## config.mk

```make
export PLATFORM = sky130hd
export DESIGN_NAME = mem_wb_pipe_reg
export DESIGN_NICKNAME = d
export VERILOG_FILES = /design/src/rtl/mem_wb_pipe_reg.sv
export SDC_FILE = /design/constraint.sdc
export NUM_CORES = 1
export LEC_CHECK = 0
export CORE_AREA = 2 2 83 101
export DETAILED_ROUTE_END_ITERATION = 10
export DIE_AREA = 0 0 85 103
export PLACE_DENSITY = 0.84
export SETUP_SLACK_MARGIN = 0.15
export SLEW_MARGIN = 20
export SYNTH_ARGS = -nofsm -noshare
export SYNTH_HDL_FRONTEND = slang
export SYNTH_SLANG_ARGS = --single-unit
```

## constraint.sdc

```tcl
create_clock -name clk -period 2.7 [get_ports clk]
set_input_delay 0.27 -clock clk [delete_from_list [all_inputs] [get_ports clk]]
set_output_delay 0.27 -clock clk [all_outputs]
set_load 0.005 [all_outputs]
```

## src/rtl/mem_wb_pipe_reg.sv

```systemverilog
// MEM->WB pipeline register with STAGES slices, per-slot valid, stall/flush control.
// Optional saturating retired/bubble counters when MEM_WB_PERF_COUNTERS_EN is defined.
module mem_wb_pipe_reg #(
  parameter int DATA_WIDTH     = 32,
  parameter int REG_ADDR_WIDTH = 5,
  parameter int STAGES         = 1,
  parameter int COUNT_WIDTH    = 32
) (
  input  logic                      clk,
  input  logic                      reset_n,
  input  logic                      stall,
  input  logic                      flush,
  input  logic                      valid_memory,
  input  logic                      register_write_memory,
  input  logic                      memory_to_register_memory,
  input  logic [DATA_WIDTH-1:0]     ALU_out_memory,
  input  logic [DATA_WIDTH-1:0]     read_data_memory,
  input  logic [REG_ADDR_WIDTH-1:0] write_register_memory,
  output logic                      valid_writeback,
  output logic                      register_write_writeback,
  output logic                      memory_to_register_writeback,
  output logic [DATA_WIDTH-1:0]     ALU_out_writeback,
  output logic [DATA_WIDTH-1:0]     read_data_writeback,
  output logic [REG_ADDR_WIDTH-1:0] write_register_writeback,
  output logic [DATA_WIDTH-1:0]     result_writeback,
  output logic                      register_file_write_enable
`ifdef MEM_WB_PERF_COUNTERS_EN
  ,
  output logic [COUNT_WIDTH-1:0]    retired_count,
  output logic [COUNT_WIDTH-1:0]    bubble_count
`endif
);

  generate
    if (STAGES < 1 || STAGES > 4) begin : g_bad_stages
      $error("mem_wb_pipe_reg: STAGES must be in 1..4");
    end
    if (COUNT_WIDTH < 1) begin : g_bad_count_width
      $error("mem_wb_pipe_reg: COUNT_WIDTH must be at least 1");
    end
  endgenerate

  logic [STAGES-1:0]                     valid_q, valid_d;
  logic [STAGES-1:0]                     rw_q, rw_d;
  logic [STAGES-1:0]                     m2r_q, m2r_d;
  logic [STAGES-1:0][DATA_WIDTH-1:0]     alu_q, alu_d;
  logic [STAGES-1:0][DATA_WIDTH-1:0]     rdata_q, rdata_d;
  logic [STAGES-1:0][REG_ADDR_WIDTH-1:0] wreg_q, wreg_d;

  // Flush clears only the control bits; datapath fields are left alone to avoid toggling.
  always_comb begin
    valid_d = valid_q;
    rw_d    = rw_q;
    m2r_d   = m2r_q;
    alu_d   = alu_q;
    rdata_d = rdata_q;
    wreg_d  = wreg_q;
    if (flush) begin
      valid_d = '0;
      rw_d    = '0;
      m2r_d   = '0;
    end else if (!stall) begin
      valid_d[0] = valid_memory;
      rw_d[0]    = register_write_memory & valid_memory;
      m2r_d[0]   = memory_to_register_memory & valid_memory;
      alu_d[0]   = ALU_out_memory;
      rdata_d[0] = read_data_memory;
      wreg_d[0]  = write_register_memory;
      for (int k = 1; k < STAGES; k++) begin
        valid_d[k] = valid_q[k-1];
        rw_d[k]    = rw_q[k-1];
        m2r_d[k]   = m2r_q[k-1];
        alu_d[k]   = alu_q[k-1];
        rdata_d[k] = rdata_q[k-1];
        wreg_d[k]  = wreg_q[k-1];
      end
    end
  end

  always_ff @(posedge clk or negedge reset_n) begin
    if (!reset_n) begin
      valid_q <= '0;
      rw_q    <= '0;
      m2r_q   <= '0;
      alu_q   <= '0;
      rdata_q <= '0;
      wreg_q  <= '0;
    end else begin
      valid_q <= valid_d;
      rw_q    <= rw_d;
      m2r_q   <= m2r_d;
      alu_q   <= alu_d;
      rdata_q <= rdata_d;
      wreg_q  <= wreg_d;
    end
  end

  assign valid_writeback              = valid_q[STAGES-1];
  assign register_write_writeback     = rw_q[STAGES-1];
  assign memory_to_register_writeback = m2r_q[STAGES-1];
  assign ALU_out_writeback            = alu_q[STAGES-1];
  assign read_data_writeback          = rdata_q[STAGES-1];
  assign write_register_writeback     = wreg_q[STAGES-1];

  assign result_writeback = memory_to_register_writeback ? read_data_writeback
                                                         : ALU_out_writeback;
  assign register_file_write_enable = valid_writeback & register_write_writeback &
                                      (write_register_writeback != '0);

`ifdef MEM_WB_PERF_COUNTERS_EN
  logic [COUNT_WIDTH-1:0] retired_q, retired_d;
  logic [COUNT_WIDTH-1:0] bubble_q, bubble_d;

  // Counts what the WB slot holds on each advancing edge; saturates instead of wrapping.
  always_comb begin
    retired_d = retired_q;
    bubble_d  = bubble_q;
    if (!stall && !flush) begin
      if (valid_writeback) begin
        if (retired_q != '1) retired_d = retired_q + COUNT_WIDTH'(1);
      end else begin
        if (bubble_q != '1) bubble_d = bubble_q + COUNT_WIDTH'(1);
      end
    end
  end

  always_ff @(posedge clk or negedge reset_n) begin
    if (!reset_n) begin
      retired_q <= '0;
      bubble_q  <= '0;
    end else begin
      retired_q <= retired_d;
      bubble_q  <= bubble_d;
    end
  end

  assign retired_count = retired_q;
  assign bubble_count  = bubble_q;
`endif

endmodule

```

; ---- Yosys cells after proc, flatten, opt, wreduce, memory -nomap -nowiden
; Cells that the tools add are included.
[classes]
n_eq_ne = 1
mux = 7
n_bitwise = 6
reduce_logical = 2
[ops]
columns = op, n
row1 = $mux W32, 1
row2 = $mux W1, 6
row3 = $reduce_bool A5 Y1, 1
row4 = $and A1 B1 Y1, 4
row5 = $ne A2 B1 Y1 const B, 1
row6 = $not A1 Y1, 2
row7 = $reduce_and A2 Y1, 1
[totals]
regBits = 72

; ---- Longest topological paths before layout
; Gate-level depths: netlist of the first run.
[logic_depth]
ltp_word = 3
mapped_depth = 4
mapped_depth_nobuf = 2

; ---- Least setup slack after synthesis of the first run
; OpenSTA, ideal clock, no wires.
[synth_timing]
path_kind = reg2out
start = register m2r_q, in the netlist memory_to_register_writeback
end = output result_writeback[10]
t_arrival_ns = 1.126
required_ns = 2.430
path_slack_ns = 1.304
path_stages_with_launch = 4
path_buffers = 2
cell_sequence = dfrtp_1 clkbuf_1 buf_2 mux2_2
[synth_via]
elab_chain_len = 1
[synth_rtl]
columns = element, line_no
row1 = start: declaration, 45  ; logic [STAGES-1:0] m2r_q, m2r_d;
row2 = start signal: assignment, 91  ; m2r_q <= m2r_d;
row3 = $mux W32, 105  ; assign result_writeback = memory_to_register_writeback ? read_data_writeback
row4 = end: declaration, 25  ; output logic [DATA_WIDTH-1:0] result_writeback,
; Every way passes these cells.

; ---- Worst setup path after layout of the first run
[layout_timing]
start = register m2r_q, in the netlist memory_to_register_writeback
end = output result_writeback[18]
; Same word-level chain as after synthesis.

==> results of run 1 <==
-- worst register-to-register path: cells and delay by family, from the launching register on --
family                 cells  cell delay, ps
DFF                        1             350
AOI/OAI and AO/OA          1             140
buffers and inverters      1             410
and+or+nand+nor            1             100
-- through the flow --
step | total power (W) | std cells | area (sq um)
6_report | 0.00309 | 477 | 5180
5_1_grt | 0.00326 | 477 | 5180
4_1_cts | 0.00314 | 477 | 5180
3_5_place_dp | 0.00231 | 462 | 4990
3_3_place_gp | 0.00229 | 462 | 4990
2_1_floorplan | 0.00165 | 195 | 3110
-- placed cells by master, fill, tap and decap left out, types with 2 or more instances in the layout --
master / instances
clkdlybuf4s50_1: 179
mux2_2: 91
dfrtp_1: 72
mux2_4: 10
clkbuf_8: 10
buf_4: 4
nand2_1: 2
nand3b_1: 2
a21oi_1: 2
clkbuf_1: 2
-- final cells by class --
class / count / area, sq um
flip-flops and latches: 72 / 1800
clock buffers: 12 / 145
clock inverters: 3 / 42.5
repair buffers: 183 / 1820
well taps: 95 / 119
fillers: 630 / 2700
multi-input cells: 112 / 1250
-- final timing paths --
check	endpoint	slack, ps	cells past startpoint
worst min register to register	read_data_writeback[5]$_DFFE_PN0P_	530	1
min in group clk	memory_to_register_writeback$_DFFE_PN0P_	510	3
worst min-delay path	read_data_writeback[6]$_DFFE_PN0P_	40	1
worst max-delay path	result_writeback[18]	480	3
worst max register to register	memory_to_register_writeback$_DFFE_PN0P_	1630	3
max in group asynchronous	ALU_out_writeback[10]$_DFFE_PN0P_	2050	1
-- kinds of logic (layout without fill, tap and decap cells) --
logic type	count (synthesis)	after routing	share of synthesized area
mux	102	102	0.381
simple gates	7	7	0.0125
compound gates	3	3	0.00643
flops	72	72	0.579
buf+inv	11	198	0.0213
-- sequential cells by signal, indices dropped and copies added (netlist names) --
register                      count
ALU_out_writeback                32
read_data_writeback              32
write_register_writeback          5
valid_writeback                   1
memory_to_register_writeback      1
register_write_writeback          1
-- per-layer routing --
layer  share of wire  up-vias
li1                -     1070
met1            0.40     1133
met2            0.52       98
met3           0.068        7
met4          0.0088        0
met5               0        -
-- synth_stat cells --
library cell	count
clkbuf_1	1
dfrtp_1	72
mux2_2	91
nand2_1	2
buf_6	2
a21oi_1	2
or3_1	1
nor2_2	1
mux2_4	10
nand3b_1	2
buf_2	8
nor2_1	1
mux2i_1	1
o311a_1	1
-- power by group through the flow --
stage               sequential (W)  combinational [W]  clock (W)
floorplan                  0.00137           0.000288          0
global placement           0.00137           0.000918          0
detailed placement         0.00138           0.000930          0
CTS                        0.00136           0.000937   0.000848
global route               0.00138           0.000987   0.000894
finish                     0.00135           0.000923   0.000818
==> results.cfg, run 1 <==
[outcome]
status = completed

[global_routing]
grtUsageMet1 = 0.210
grtUsageMet3 = 0.0448
grt_overflow = 0
gr-usage-met2 = 0.284
antenna_found_initial = 0
track_usage = 0.168
grt_pass1_wl_mm = 11.6
grt_max_degree = 73
grt_busiest_layer = met2
grt_pass1_vias = 2339

[synth]
ys_warn_count = 0
synth_area_sq_um = 3110
syn-instance-count = 195
yosys.area.top_type_share = 0.579
syn_area_per_cell_sq_um = 16.0
synthTopCellsByArea = dfrtp_1 58%, mux2_2 33%, mux2_4 4.8%
ys_types = 14
syn_nets = 271
synth_area_leader_cell = dfrtp_1
ys_ff_latch = 72
yosysSeqAreaShare = 0.579

[clocking]
clk_pin_slew_ps = 70
cts_buffers = 9
cts.sinks = 72
post_cts_buffers = 0
clock_latency_ps = 330
hold_buffers = 0
ctsResizeCount = 0
cts-htree-levels = 3
cts_tree = done
clock_path_buffers = 2
cts_root_buf = clkbuf_8

[setup_path]
required_ps = 2430
r2r_start = memory_to_register_writeback$_DFFE_PN0P_
worstPathArrival_ps = 1950
crit_family = buffers and inverters
crit_path_max_incr_delay_ps = 460
end_kind = primary output
path_max_fanout = 33
crit_buf_inv = 2
crit_path_start_kind = flip-flop
critical_path.startpoint = memory_to_register_writeback$_DFFE_PN0P_
criticalPathCategory = reg -> out
cp_slowest_cell = clkdlybuf4s50_1
cp_cell_sequence = buf_4 > mux2_2 > clkdlybuf4s50_1

[die]
dieArea_sq_um = 8760
start_util = 0.395
top_level_ports = 181
die_h_um = 103
core_area_sq_um = 7880
die_x_um = 85
row_count = 36

[routing]
drc_errors = 0
vias_per_cell = 4.84
drt_first_pass_iters = 4
drtIter0Drc = 32
drt-total-wl_mm = 7.62
wl_per_cell_um = 16.0
vias = 2308
postRouteAntennaNets = 0

[power_and_ir_drop]
clockPowerShare = 0.264
swShare = 0.236
ir_worst_vdd_mv = 0.509
leakagePower_nw = 2.10
power_density_nw_per_um2 = 597
p_switching_w = 0.000731
seqPwrFrac = 0.437
pwr-share-comb = 0.298
p_int_w = 0.00236

[run]
drv_cap = 0

[final_layout]
fin_util = 0.657
drive_above_1_share = 0.312
antenna_cells = 0
syn_to_final_growth_pct = 66.4
final_nets = 454

[timing]
timing.final.crit_share = 0.821
finClkSkew_ps = 0
finalSetupTns_ps = 0
maxSlewViolCount = 0
setup-violations-final = 0
slew-limit-headroom = 0.406
layout_setup_ws_ps = 482
worst-slew-pin-transition_ps = 892
min_period_ps = 2220
rsz0062_at_grt = false
hold_viol = 0
hold_ws_ps = 43.0
max_freq_ghz = 0.451

[placed_design]
place.gp.congestion = 0.736
io_buffers = 180
dp_slack_ps = 794
dp_hpwl_mm = 5.56

[min_path]
hold_class = in -> async
Note: power is estimated with default switching activity, not from simulation.
==> run 2, diff against run 1 <==
--- a/config.mk
+++ b/config.mk
@@ -5,10 +5,10 @@
 export SDC_FILE = /design/constraint.sdc
 export NUM_CORES = 1
 export LEC_CHECK = 0
-export CORE_AREA = 2 2 83 101
+export CORE_AREA = 2 2 91 110
 export DETAILED_ROUTE_END_ITERATION = 10
-export DIE_AREA = 0 0 85 103
-export PLACE_DENSITY = 0.84
+export DIE_AREA = 0 0 93 112
+export PLACE_DENSITY = 0.75
 export SETUP_SLACK_MARGIN = 0.15
 export SLEW_MARGIN = 20
 export SYNTH_ARGS = -nofsm -noshare
==> constraint.sdc (replaced) <==
create_clock -name clk -period 2 [get_ports clk]
set_input_delay 0.2 -clock clk [delete_from_list [all_inputs] [get_ports clk]]
set_output_delay 0.2 -clock clk [all_outputs]
set_load 0.005 [all_outputs]
==> results.cfg, run 2 (synthesized netlist as in run 1, its figures left out) <==
[run]
drv_cap = 0

[setup_path]
required_ps = 1800
crit_path_start_kind = flip-flop
criticalPathCategory = reg -> out
worstPathArrival_ps = 1710
path_max_fanout = 17
end_kind = primary output

[placed_design]
dp_cells = 491
io_buffers = 180
place.gp.congestion = 0.710
dp_hpwl_mm = 5.86
post_dp_cell_area_sq_um = 5080

[timing]
worst-slew-pin-transition_ps = 444
max_freq_ghz = 0.524
maxSlewViolCount = 0
min_period_ps = 1910
finalSetupTns_ps = 0
rsz0062_at_grt = true
timing.final.crit_share = 0.955
slew-limit-headroom = 0.704
hold_viol = 0
finClkSkew_ps = 0
setup-violations-final = 0

[global_routing]
antenna_found_initial = 0
grt_max_degree = 40
track_usage = 0.157
grt_pass1_wl_mm = 12.9
grt_pass1_vias = 2542
grt_overflow = 0

[die]
top_level_ports = 181
core_area_sq_um = 9370
die_x_um = 93
row_count = 39
dieArea_sq_um = 10400
die_h_um = 112
start_util = 0.332

[power_and_ir_drop]
clockPowerShare = 0.345
swShare = 0.231
seqPwrFrac = 0.391
pwr-share-comb = 0.263
p_switching_w = 0.00108
ir_worst_vdd_mv = 0.568
power_density_nw_per_um2 = 866
leakagePower_nw = 2.22
p_int_w = 0.00360

[final_layout]
drive_above_1_share = 0.326
layoutNonFillerInstCount = 510
multiInputGateArea_sq_um = 1250
fillCellCount = 807
final_nets = 458
final_cell_mix = 161 x clkdlybuf4s50_1, 91 x mux2_2, 71 x dfrtp_1, 17 x dlygate4sd2_1
seqCellArea_sq_um = 1800
antenna_cells = 0
final_area_sq_um = 5410
final_common_cell = clkdlybuf4s50_1
syn_to_final_growth_pct = 73.8

[min_path]
hold_class = in -> async

[routing]
vias = 2339
postRouteAntennaNets = 0
drt_first_pass_iters = 4
drt-total-wl_mm = 8.29
drtIter0Drc = 62
wl_per_cell_um = 16.2
vias_per_cell = 4.59
drc_errors = 0

[clocking]
cts.sinks = 72
cts_root_buf = clkbuf_16
clk_pin_slew_ps = 60
cts-htree-levels = 3
clock_path_buffers = 2
cts_tree = done
clock_latency_ps = 310
cts_buffers = 9

[outcome]
status = completed
==> run 2: worst paths after layout <==
kind	startpoint	endpoint	slack, ps	cells past startpoint
max	memory_to_register_writeback$_DFFE_PN0P_	result_writeback[1]	90	3
min	reset_n	write_register_writeback[4]$_DFFE_PN0P_	360	2
max reg2reg	memory_to_register_writeback$_DFFE_PN0P_	memory_to_register_writeback$_DFFE_PN0P_	1100	3
min reg2reg	read_data_writeback[23]$_DFFE_PN0P_	read_data_writeback[23]$_DFFE_PN0P_	530	1
max in group asynchronous	reset_n	memory_to_register_writeback$_DFFE_PN0P_	1040	3
min in group clk	memory_to_register_memory	memory_to_register_writeback$_DFFE_PN0P_	460	3
==> run 2: routing by layer <==
metal,track usage,share of wire
met5,0,0
met4,0.0510,0.020
met3,0.0521,0.074
met2,0.267,0.52
met1,0.188,0.39
==> run 2: power by group through the flow <==
stage,clock (W),sequential [W],combinational [W]
after floorplan,0,0.00184,0.000388
after global placement,0,0.00185,0.00127
after detailed placement,0,0.00186,0.00128
after CTS,0.00165,0.00183,0.00125
after global routing,0.00174,0.00187,0.00132
final,0.00162,0.00183,0.00123
==> run 2: layout make-up <==
| class | instances | area share |
|---|---|---|
| well taps | 123 | 0.0285 |
| multi-input cells | 112 | 0.231 |
| repair buffers | 187 | 0.350 |
| clock inverters | 4 | 0.00948 |
| flip-flops and latches | 72 | 0.333 |
| clock buffers | 12 | 0.0474 |
==> run 2: what timing repair did <==
item | in CTS | in global routing
hold buffers | 1 | 0
pin swaps | 2 | 0
endpoints found under the setup margin | 33 | 15
cloned | 0 | 1
hold endpoints to repair | 33 | 0
resized for setup | 21 | 1
setup buffers | 0 | 1
==> run 2: critical path, cell delays in order (launching register included) <==
cell	delay [ps]
dfrtp_2	410
buf_12	180
mux2_2	350
clkdlybuf4s50_1	440
==> run 2: stage by stage <==
stage / utilization / setup WS [ps] / total power (W) / hold WS (ps)
2_1_floorplan: - / 674 / 0.00223 / -95.6
3_3_place_gp: 0.543 / 325 / 0.00311 / 173
3_5_place_dp: 0.543 / 294 / 0.00313 / 175
4_1_cts: 0.574 / 30.6 / 0.00473 / 366
5_1_grt: 0.577 / 25.5 / 0.00492 / 401
6_report: 0.577 / 90.9 / 0.00468 / 356
==> run 3, diff against run 2 <==
--- a/config.mk
+++ b/config.mk
@@ -6,6 +6,7 @@
 export NUM_CORES = 1
 export LEC_CHECK = 0
 export CORE_AREA = 2 2 91 110
+export CTS_CLUSTER_DIAMETER = 80
 export DETAILED_ROUTE_END_ITERATION = 10
 export DIE_AREA = 0 0 93 112
 export PLACE_DENSITY = 0.75
==> results of run 3 <==
The final DEF is identical to that of run 2; final timing and power are the same.
